<file path="src/rtl/cmp_nibble_serial_pkg.sv">
// Shared types and helpers for the nibble-serial magnitude comparator.
package cmp_pkg;

  typedef enum logic [1:0] {
    IDLE = 2'd0,
    CMP  = 2'd1,
    DONE = 2'd2
  } state_t;

  // Number of 4-bit slices in an operand of the given width.
  function automatic int nib_count(input int width);
    return width / 4;
  endfunction

endpackage

</file>
<file path="src/rtl/cmp_nibble_serial_if.sv">
// Operand-in / result-out handshake bundle for cmp_nibble_serial.
interface cmp_nibble_serial_if #(
  parameter int WIDTH = 16
);
  localparam int CW = $clog2(cmp_pkg::nib_count(WIDTH) + 1);

  logic             in_valid;
  logic             in_ready;
  logic [WIDTH-1:0] a;
  logic [WIDTH-1:0] b;
  logic             out_valid;
  logic             out_ready;
  logic             eq;
  logic             gt;
  logic             lt;
  logic [CW-1:0]    depth;

  // Producer of operands / consumer of results
  modport master (
    output in_valid, a, b, out_ready,
    input  in_ready, out_valid, eq, gt, lt, depth
  );

  // The comparator itself
  modport slave (
    input  in_valid, a, b, out_ready,
    output in_ready, out_valid, eq, gt, lt, depth
  );
endinterface

</file>
<file path="src/rtl/cmp_nibble_serial_comparator_4bit.sv">
// Purely combinational 4-bit unsigned magnitude compare.
module comparator_4bit (
  input  logic [3:0] a_i,
  input  logic [3:0] b_i,
  output logic       eq_o,
  output logic       gt_o,
  output logic       lt_o
);
  assign eq_o = (a_i == b_i);
  assign gt_o = (a_i >  b_i);
  assign lt_o = (a_i <  b_i);
endmodule

</file>
<file path="src/rtl/cmp_nibble_serial.sv">
// Multi-cycle unsigned magnitude comparator: walks the operands one nibble
// per cycle from the MSB end and stops at the first differing nibble.
module cmp_nibble_serial
  import cmp_pkg::*;
#(
  parameter int WIDTH = 16
) (
  input logic                clk,
  input logic                rst,
  cmp_nibble_serial_if.slave bus
);
  localparam int NIB = nib_count(WIDTH);
  localparam int CW  = $clog2(NIB + 1);
  localparam int IW  = (NIB > 1) ? $clog2(NIB) : 1;

  if (((WIDTH % 4) != 0) || (WIDTH < 4)) begin : g_width_chk
    $error("cmp_nibble_serial: WIDTH must be a multiple of 4 and >= 4");
  end

  state_t                state_q, state_d;
  logic [NIB-1:0][3:0]   a_q, a_d, b_q, b_d;
  logic [IW-1:0]         idx_q, idx_d;
  logic [CW-1:0]         cnt_q, cnt_d;
  // Result of the last slice compared; both low means the operands matched.
  logic                  rgt_q, rgt_d, rlt_q, rlt_d;
  logic                  ov_q, ov_d, eq_q, eq_d, gt_q, gt_d, lt_q, lt_d;
  logic [CW-1:0]         dep_q, dep_d;

  logic                  sl_eq, sl_gt, sl_lt;
  logic                  last_slice;

  assign last_slice = (idx_q == '0);

  comparator_4bit u_cmp4 (
    .a_i  (a_q[idx_q]),
    .b_i  (b_q[idx_q]),
    .eq_o (sl_eq),
    .gt_o (sl_gt),
    .lt_o (sl_lt)
  );

  // State register
  always_ff @(posedge clk or posedge rst) begin
    if (rst) state_q <= IDLE;
    else     state_q <= state_d;
  end

  // Next-state: leave CMP on first mismatch or after the LSB slice;
  // leave DONE only once the visible result has been taken.
  always_comb begin
    state_d = state_q;
    unique case (state_q)
      IDLE:    if (bus.in_valid)                state_d = CMP;
      CMP:     if (!sl_eq || last_slice)        state_d = DONE;
      DONE:    if (ov_q && bus.out_ready)       state_d = IDLE;
      default:                                  state_d = IDLE;
    endcase
  end

  // Datapath / output next-values. DONE spends one cycle publishing the
  // latched slice result before it becomes visible, so out_valid is never
  // high without a consistent eq/gt/lt/depth set.
  always_comb begin
    a_d   = a_q;
    b_d   = b_q;
    idx_d = idx_q;
    cnt_d = cnt_q;
    rgt_d = rgt_q;
    rlt_d = rlt_q;
    ov_d  = ov_q;
    eq_d  = eq_q;
    gt_d  = gt_q;
    lt_d  = lt_q;
    dep_d = dep_q;
    unique case (state_q)
      IDLE: begin
        if (bus.in_valid) begin
          a_d   = bus.a;
          b_d   = bus.b;
          idx_d = IW'(NIB - 1);
          cnt_d = '0;
        end
      end
      CMP: begin
        cnt_d = cnt_q + CW'(1);
        rgt_d = sl_gt;
        rlt_d = sl_lt;
        if (sl_eq && !last_slice) idx_d = idx_q - IW'(1);
      end
      DONE: begin
        if (!ov_q) begin
          ov_d  = 1'b1;
          eq_d  = ~(rgt_q | rlt_q);
          gt_d  = rgt_q;
          lt_d  = rlt_q;
          dep_d = cnt_q;
        end else if (bus.out_ready) begin
          ov_d  = 1'b0;
          eq_d  = 1'b0;
          gt_d  = 1'b0;
          lt_d  = 1'b0;
          dep_d = '0;
        end
      end
      default: ;
    endcase
  end

  // Operand, counter and result registers
  always_ff @(posedge clk or posedge rst) begin
    if (rst) begin
      a_q   <= '0;
      b_q   <= '0;
      idx_q <= '0;
      cnt_q <= '0;
      rgt_q <= 1'b0;
      rlt_q <= 1'b0;
      ov_q  <= 1'b0;
      eq_q  <= 1'b0;
      gt_q  <= 1'b0;
      lt_q  <= 1'b0;
      dep_q <= '0;
    end else begin
      a_q   <= a_d;
      b_q   <= b_d;
      idx_q <= idx_d;
      cnt_q <= cnt_d;
      rgt_q <= rgt_d;
      rlt_q <= rlt_d;
      ov_q  <= ov_d;
      eq_q  <= eq_d;
      gt_q  <= gt_d;
      lt_q  <= lt_d;
      dep_q <= dep_d;
    end
  end

  assign bus.in_ready  = (state_q == IDLE);
  assign bus.out_valid = ov_q;
  assign bus.eq        = eq_q;
  assign bus.gt        = gt_q;
  assign bus.lt        = lt_q;
  assign bus.depth     = dep_q;

endmodule

</file>
<file path="src/flat_wrapper.sv">
// flat-port wrapper written by rule: the top's interface ports become plain ports
module cmp_nibble_serial_flat import cmp_pkg::*;
#(
  parameter int WIDTH = 16
)
  (clk, rst, bus_in_valid, bus_a, bus_b, bus_out_ready, bus_in_ready, bus_out_valid, bus_eq, bus_gt, bus_lt, bus_depth);
  cmp_nibble_serial_if #(.WIDTH(WIDTH)) bus_i ();
  input logic clk;
  input logic rst;
  input wire logic [$bits(bus_i.in_valid)-1:0] bus_in_valid;
  input wire logic [$bits(bus_i.a)-1:0] bus_a;
  input wire logic [$bits(bus_i.b)-1:0] bus_b;
  input wire logic [$bits(bus_i.out_ready)-1:0] bus_out_ready;
  output wire logic [$bits(bus_i.in_ready)-1:0] bus_in_ready;
  output wire logic [$bits(bus_i.out_valid)-1:0] bus_out_valid;
  output wire logic [$bits(bus_i.eq)-1:0] bus_eq;
  output wire logic [$bits(bus_i.gt)-1:0] bus_gt;
  output wire logic [$bits(bus_i.lt)-1:0] bus_lt;
  output wire logic [$bits(bus_i.depth)-1:0] bus_depth;
  assign bus_i.in_valid = bus_in_valid;
  assign bus_i.a = bus_a;
  assign bus_i.b = bus_b;
  assign bus_i.out_ready = bus_out_ready;
  assign bus_in_ready = bus_i.in_ready;
  assign bus_out_valid = bus_i.out_valid;
  assign bus_eq = bus_i.eq;
  assign bus_gt = bus_i.gt;
  assign bus_lt = bus_i.lt;
  assign bus_depth = bus_i.depth;
  cmp_nibble_serial #(.WIDTH(WIDTH)) u_core (.clk(clk), .rst(rst), .bus(bus_i));
endmodule
</file>
<file path="config.mk">
export PLATFORM = sky130hd
export DESIGN_NAME = cmp_nibble_serial_flat
export DESIGN_NICKNAME = d
export VERILOG_FILES = /design/src/rtl/cmp_nibble_serial_pkg.sv /design/src/rtl/cmp_nibble_serial_if.sv /design/src/rtl/cmp_nibble_serial_comparator_4bit.sv /design/src/rtl/cmp_nibble_serial.sv /design/src/flat_wrapper.sv
export SDC_FILE = /design/constraint.sdc
export NUM_CORES = 1
export LEC_CHECK = 0
export CORE_MARGIN = 2
export CORE_UTILIZATION = 51
export CTS_CLUSTER_DIAMETER = 200
export DETAILED_ROUTE_END_ITERATION = 7
export PLACE_DENSITY = 0.79
export SYNTH_ARGS = -nofsm -noshare
export SYNTH_HDL_FRONTEND = slang
export SYNTH_HIERARCHICAL = 1
export SYNTH_SLANG_ARGS = --single-unit
</file>
<file path="constraint.sdc">
create_clock -name clk -period 2.5 [get_ports clk]
set_input_delay 0.625 -clock clk [delete_from_list [all_inputs] [get_ports clk]]
set_output_delay 0.625 -clock clk [all_outputs]
set_load 0.02 [all_outputs]
</file>
# Word-level counts from Yosys, hierarchy flattened

Index checks and enable logic that the tools add are counted.

Input port bits: 36
Flip-flop bits (word level): 48

Bitwise operators: 2
Muxes and demuxes: 21
Equal/unequal tests: 8
Reduce and logical (&&, ||, !) cells: 13
Add/subtract/negate cells: 2
Magnitude comparators: 3

Operators by type and width:

| operator                                               | number |
|---|---|
| binary-select mux 4 bit (select 2 bit)                 | 2 |
| two-way mux 2 bit                                      | 5 |
| two-way mux 3 bit                                      | 3 |
| two-way mux 4 bit                                      | 2 |
| two-way mux 1 bit                                      | 6 |
| inequality test 2 x 1 -> 1 bit (second input constant) | 3 |
| one-hot mux 2 bit (3 select lines)                     | 1 |
| one-hot mux 3 bit (2 select lines)                     | 1 |
| AND reduction 2 bit                                    | 3 |
| AND reduction 3 bit                                    | 2 |
| == test 4 bit                                          | 1 |
| > comparator 4 bit                                     | 1 |
| logical NOT 2 bit                                      | 2 |
| < comparator 4 bit                                     | 1 |
| inequality test 2 bit (second input constant)          | 2 |
| one-hot mux 2 bit (2 select lines)                     | 1 |
| adder 3 x 1 -> 3 bit (second input constant)           | 1 |
| < comparator 2 x 3 -> 1 bit (second input constant)    | 1 |
| == test 2 x 1 -> 1 bit (second input constant)         | 1 |
| == test 2 bit (second input constant)                  | 1 |
| logical AND 1 bit                                      | 2 |
| logical NOT 1 bit                                      | 2 |
| nonzero test 2 bit                                     | 1 |
| subtractor 2 x 1 -> 2 bit (second input constant)      | 1 |
| 3 further kinds                                        | 3 |

# Depth between registers and ports, before layout

Gate-level depths: netlist of the first run.

Word-level depth: 7
Gate-level depth with buffers: 9

# Modules after synthesis

The synthesis of the first run kept the hierarchy.

Modules (own cells, without submodules):

| module            | cells an instance | seq. area each (um2) | times used | area an instance (um2) |
|---|---|---|---|---|
| cmp_nibble_serial | 134               | 1201.2               | 1          | 2150.8 |
| comparator_4bit   | 16                | 0.0                  | 1          | 128.9 |

# Worst setup path after synthesis of the first run

OpenSTA, ideal clock, no wires.

Kind: reg2reg
Start: register u_core.idx_q[0]
End: register u_core.idx_q[1]
Data arrival time: 2096 ps
Stages on the path, launching flop included: 10
Period minus slack after synthesis: 2218 ps
Buffers on the path: 1
Library setup time: 122 ps
Path slack: 282 ps
Cells stage by stage: dfrtp_1 buf_2 mux4_2 inv_1 ha_1 nand2_1 nor2_1 and4bb_2 or2_1 a2bb2oi_1

Word-level cells in the longest chain between the ends: 6
Elaborated cells on any way between the ends: 13

Ends and longest elaborated chain:

| what                                                      | line                                             | RTL |
|---|---|---|
| start: declaration                                        | cmp_nibble_serial.sv:22                          | `logic [IW-1:0] idx_q, idx_d;` |
| start signal: assignment                                  | cmp_nibble_serial.sv:126                         | `idx_q <= idx_d;` |
| binary-select mux 4 bit (select 2 bit) (on tied branches) | cmp_nibble_serial.sv:35, cmp_nibble_serial.sv:36 |  |
| two-way mux 4 bit (on tied branches)                      | cmp_nibble_serial.sv:35, cmp_nibble_serial.sv:36 |  |
| == test 4 bit *                                           | cmp_nibble_serial_comparator_4bit.sv:9           | `assign eq_o = (a_i == b_i);` |
| via u_core.sl_eq                                          | cmp_nibble_serial.sv:29                          | `logic sl_eq, sl_gt, sl_lt;` |
| logical AND 1 bit *                                       | cmp_nibble_serial.sv:88                          | `if (sl_eq && !last_slice) idx_d = idx_q - IW'(1);` |
| inequality test 2 x 1 -> 1 bit (no line) *                | n/a                                              |  |
| AND reduction 3 bit (no line) *                           | n/a                                              |  |

Mark *: on every way through the listed nets, which the timed path passes. The rest lies on a longest branch. The select of a mux whose other input is x is not followed.
A chain may end at the register's enable or synchronous reset.

# Worst setup path in the final report of the first run

Same ends and word-level chain as after synthesis.

==> results.txt, run 1 <==
Worst EP arrival = 2.56 ns
worst-margin pin slew = 0.462 ns
CTS Root Cell = clkbuf_8
min Tclk post-route = 2.33 ns
Internal Power = 2.37 mW
Max VDD drop = 0.000588 V
H-tree Lvls = 2
CP Class = flip-flop to flip-flop
Synth area leader = dfrtp_1
Iteration-0 DRC Markers = 53
PD cells = 1230 nW/µm²
Synth async-reset ratio = 100%
CTS Buffer Depth = 2
Layout area overhead = 25.2%
WP data required = 2.73 ns
grt ovf = 0
antenna-violating nets left = 0
Reg2Reg Launch Point = u_core/idx_q[0]$_DFFE_PP0P_
Net Switching = 1.14 mW
Hold Crit Class = flip-flop to flip-flop
Seq/Total Area, Yosys = 52.7%
# diodes = 0
Rel. slew slack = 69.2%
register area = 1200 µm²
Pre-antenna DRT Iters = 4
Synth Warn # = 6
hold-fix buffers at CTS = 0
TritonCTS clock tree = yes
Worst Path Buf+Inv = 1
Post-Synthesis Cells = 150
hold path start = u_core/b_q[12]$_DFFE_PP0P_
Yosys cell types = 30
Simple-Gate Fraction of Synth Area = 5.71%
count leader, synth = dfrtp_1
synth top area cells = dfrtp_1 53%, mux2_4 13%, mux4_2 7.9%
Initial Util = 52.7%
Setup-failing EPs final = 0
#FFs+latches synth = 48
top_reg_cell synth = dfrtp_1
total die area = 5020 µm²
mux contribution to synthesized area = 28.0%
clock tree sinks = 48
Core Area = 4320 µm²
xor and xnor area share after synthesis = 0.384%
post-DP HPWL = 3110 µm
clk_lat worst skew = 0.30 ns
IO Count = 44
net count after synthesis = 192
clock-pin slew on the worst setup and hold paths = 0.08 ns
top-area cell type share of the netlist area = 52.7%
CTS Buf Count = 5
clock share of power = 12.2%
combinational fraction of design power = 47.4%
status = completed
Die Width = 70.9 µm
Setup TNS = 0 ns
CP startpoint kind = flip-flop
total track usage = 17.7%
synth cell count leaders = 48 x dfrtp_1, 20 x mux2_4, 9 x inv_1
number of synthesized flops with an enable pin = 0
final wirelength = 4080 µm
f_max = 429 MHz
crit-path max cell delay = 0.50 ns
GPL Wtd Cong = 0.785
Critical Path Sink Type = flip-flop
CP startpoint = u_core/idx_q[0]$_DFFE_PP0P_
Die Y = 70.9 µm
Switching Share = 32.4%
Multi-input gate area = 983 µm²
max-cap violation count = 0
Avg Vias per Cell = 5.36
row count = 24
worst-path cell chain = buf_4, mux4_2, ha_1, nand2_1, nor2_1, and4bb_2, or2_1, a2bb2oi_1
Residual DRC = 0
fill count = 320
largest net degree at the start of global routing = 38
RSZ-0062 raised after global routing = false
vias in the first global route = 1379
total power = 3.51 mW
largest family of logic cells by synthesized area = multiplexers
mapped cell area = 2280 µm²
Mean Syn Cell Area = 15.2 µm²
WL/cell = 16.3 µm
Port Buffers = 43
Vias = 1341
CP delay by family, top = simple AND/OR/NAND/NOR gates
initial antenna violation count = 0
layout net count = 240
Fin. Hold Viols = 0
Flop pwr share = 40.4%
adder-cell share of the synthesized area = 3.29%
Tcrit/Tclk final = 93.3%
Max FO, Critical Path = 7
share of cells above drive strength 1 = 27.3%
Layout Skew = 0.00637 ns
slowest cell on the critical path = mux4_2
fin. max-slew vios = 0
leakage = 1.28 nW
first-pass GRT wire length = 6690 µm
Synth Area in Compound Gates = 5.49%
per-layer routing:
metal  track usage [%]  vias up  wire, µm
met2              30.5       35      2160
met1              21.5      671      1680
met3              5.56        6       193
li1                  -      629         -
met4              5.03        0        49
met5                 0        -         0
final timing paths:
check                                                    to  cells after the start  slack, ns
min in group asynchronous       u_core/idx_q[1]$_DFFE_PP0P_                      2       0.65
worst min register to register   u_core/b_q[12]$_DFFE_PP0P_                      1       0.50
worst min-delay path             u_core/b_q[12]$_DFFE_PP0P_                      1       0.50
worst max register to register  u_core/idx_q[1]$_DFFE_PP0P_                      8       0.17
worst max-delay path            u_core/idx_q[1]$_DFFE_PP0P_                      8       0.17
max in group asynchronous       u_core/idx_q[0]$_DFFE_PP0P_                      3       1.34
state kept, by name (all words and copies together), names as in the netlist:
register	flops
u_core/cnt_q	3
u_core/rlt_q	1
u_core/bus.depth	3
u_core/bus.eq	1
u_core/idx_q	2
u_core/state_q	2
u_core/bus.lt	1
u_core/a_q	16
u_core/bus.gt	1
u_core/b_q	16
u_core/bus.out_valid	1
u_core/rgt_q	1
power by group through the flow:
stage | clock, mW | sequential [mW] | combinational (mW)
after floorplan | 0 | 1.36 | 1.31
after global placement | 0 | 1.41 | 1.60
after detailed placement | 0 | 1.43 | 1.68
after CTS | 0.444 | 1.42 | 1.68
after global routing | 0.475 | 1.47 | 1.81
final | 0.428 | 1.42 | 1.66
kinds of logic (layout without fill, tap and decap cells):
kind of cell,after synthesis,count (layout)
DFF,48,48
muxes,42,42
and+or+nand+nor,21,21
AOI/OAI and AO/OA,16,16
buffers and inverters,16,64
adders and majority gates,6,6
xor gates and xnor gates,1,1
cells in the final DEF (no fill, tap or decap), drive strengths merged, types with 2 or more instances in the layout:
| cell type | netlist | layout |
|---|---|---|
| dfrtp | 48 | 48 |
| clkdlybuf4s50 | 0 | 43 |
| mux2 | 34 | 34 |
| inv | 9 | 9 |
| mux4 | 8 | 8 |
| a22o | 6 | 6 |
| ha | 6 | 6 |
| clkbuf | 0 | 6 |
| nand2 | 5 | 5 |
| buf | 7 | 5 |
| nor2 | 4 | 4 |
| o21ai | 4 | 4 |
| a21oi | 3 | 3 |
| nor2b | 3 | 3 |
| and2 | 2 | 2 |
| nand3b | 2 | 2 |
through the flow:
| step | hold slack (ns) | cells | area (µm²) | setup slack, ns | util [%] |
|---|---|---|---|---|---|
| 2_1_floorplan | 0.452 | 150 | 2280 | 0.282 | - |
| 3_3_place_gp | 0.466 | 243 | 2780 | 0.219 | 64.2 |
| 3_5_place_dp | 0.480 | 243 | 2780 | 0.106 | 64.2 |
| 4_1_cts | 0.499 | 250 | 2850 | 0.110 | 66.0 |
| 5_1_grt | 0.517 | 250 | 2860 | 0.0556 | 66.0 |
| 6_report | 0.495 | 250 | 2860 | 0.168 | 66.0 |
what timing repair did:
item,in CTS,in global routing
setup endpoints to repair,0,1
buffers inserted,0,0
resized for setup,0,1
area by class of cell:
type | count | share of cell area [%]
Timing Repair Buffer | 48 | 17.3
Clock buffer | 6 | 2.54
Sequential cell | 48 | 42.1
Multi-Input combinational cell | 86 | 34.4
Inverter | 9 | 1.18
Clock inverter | 1 | 0.175
Tap cell | 52 | 2.28
No activity file was read; power rests on OpenSTA's default activity.
==> run 2: changes to the inputs <==
Settings changed: PLACE_DENSITY 0.79 to not set, PLACE_DENSITY_LB_ADDON set to 0.05, TNS_END_PERCENT set to 10.
==> run 2 against run 1 <==
Critical path depth unchanged. Critical path type unchanged. Hold slack worse by 0.0030 ns. Non-clock buffer count up 1. Largest cell class unchanged. Wire length down 7.3%. Utilization up 0.29 points. Clock power up 12%. Sequential cell count unchanged. Cell count up 0.40%. Combinational power about the same.
==> results.txt, run 2 (same netlist as run 1, synthesis figures left out) <==
status = completed
RSZ-0062 raised after global routing = false
clk_lat worst skew = 0.29 ns
Hold Crit Class = flip-flop to flip-flop
hold-fix buffers at CTS = 0
slowest cell on the critical path = mux4_2
Setup TNS = 0 ns
GPL Wtd Cong = 0.752
Critical Path Sink Type = flip-flop
H-tree Lvls = 2
max-cap violation count = 0
layout net count = 241
Initial Util = 52.7%
Worst Setup Slack, final = 0.255 ns
Fin. Hold Viols = 0
CTS Root Cell = clkbuf_8
# diodes = 0
TritonCTS clock tree = yes
CP delay by family, top = simple AND/OR/NAND/NOR gates
Rel. slew slack = 56.2%
Port Buffers = 43
PD cells = 1230 nW/µm²
worst-path cell chain = buf_4, mux4_2, ha_1, nand2_1, nor2_1, and4bb_2, or2_1, a2bb2oi_1
Post-CTS Setup Repair Bufs = 0
leakage = 1.29 nW
Hold Path Stages = 1
Setup-failing EPs final = 0
Layout Skew = 0.00715 ns
f_max = 445 MHz
first-pass GRT wire length = 6680 µm
crit-path max cell delay = 0.51 ns
Worst EP arrival = 2.46 ns
Layout area overhead = 25.8%
Worst Path Buf+Inv = 1
CTS Buffer Depth = 2
WP data required = 2.72 ns
total die area = 5020 µm²
Die Y = 70.9 µm
clock-pin slew on the worst setup and hold paths = 0.08 ns
Pre-antenna DRT Iters = 4
fin. max-slew vios = 0
row count = 24
min Tclk post-route = 2.24 ns
CP Class = flip-flop to flip-flop
R2R cell count = 8
antenna-violating nets left = 0
Avg Vias per Cell = 5.31
commonest non-fill, non-tap cell in the layout = dfrtp_1
leading registers by flop count = u_core/a_q: 16 flops, u_core/b_q: 16 flops
Residual DRC = 0
grt ovf = 0
final wirelength = 3780 µm
Vias = 1333
Max FO, Critical Path = 7
WP depth = 8
post-DP HPWL = 2820 µm
largest net degree at the start of global routing = 38
Iteration-0 DRC Markers = 86
clock tree sinks = 48
share of cells above drive strength 1 = 27.6%
CTS resizes = 0
CTS Buf Count = 5
IO Count = 44
most frequent cells in the layout = 48 x dfrtp_1, 43 x clkdlybuf4s50_1, 20 x mux2_4
total track usage = 17.1%
worst-margin pin slew = 0.657 ns
WL/cell = 15.1 µm
Max VDD drop = 0.000652 V
Core Area = 4320 µm²
CP startpoint kind = flip-flop
vias in the first global route = 1388
initial antenna violation count = 0
Die Width = 70.9 µm
Place WS = 0.266 ns
Tcrit/Tclk final = 89.8%
[run 2: cell count changes in the layout (fill, tap and decap cells not counted)]
cell      change
buf_12        -1
buf_4         +2
dfrtp_2       -1
clkbuf_8      +2
clkbuf_1      -1
clkinv_2      -1
dfrtp_1       +1
[run 2: power by group]
part           internal, mW  switching (mW)  total, mW
Clock                 0.246           0.234      0.481
Combinational          1.03           0.632       1.66
Sequential             1.15           0.239       1.38
Total                  2.42            1.10       3.53
[run 2: path summary, 6_finish.rpt]
| path | slack [ns] | end | start |
|---|---|---|---|
| setup / recovery | 0.26 | u_core/idx_q[1]$_DFFE_PP0P_ | u_core/idx_q[0]$_DFFE_PP0P_ |
| hold / removal | 0.49 | u_core/a_q[6]$_DFFE_PP0P_ | u_core/a_q[6]$_DFFE_PP0P_ |
| hold reg to reg | 0.49 | u_core/a_q[6]$_DFFE_PP0P_ | u_core/a_q[6]$_DFFE_PP0P_ |
| max in group asynchronous | 1.17 | u_core/a_q[15]$_DFFE_PP0P_ | rst |
| min in group asynchronous | 0.74 | u_core/b_q[1]$_DFFE_PP0P_ | rst |
| setup reg to reg | 0.26 | u_core/idx_q[1]$_DFFE_PP0P_ | u_core/idx_q[0]$_DFFE_PP0P_ |
[run 2: final cells by class]
cell class,instances,area [µm²]
fill,314,1460
multi-input combinational,86,983
clock buffer,7,96.3
sequential,48,1200
inverter,9,33.8
tap,52,65.1
timing repair buffer,49,488
[run 2: routing by layer]
metal  track usage [%]  part of all wire (%)
met2              27.2                    50
met5                 0                     0
met1              23.2                    45
met3              4.70                   4.9
met4              5.03                  0.55
[run 2: through the flow]
stage	power [mW]	hold WS, ns	instances	util [%]	area [µm²]
finish	3.53	0.492	251	66.3	2870
global placement	3.02	0.471	244	64.1	2770
global route	3.79	0.522	251	66.3	2870
detailed placement	3.08	0.483	244	64.1	2770
CTS	3.57	0.502	251	66.3	2870
floorplan	2.67	0.452	150	-	2280
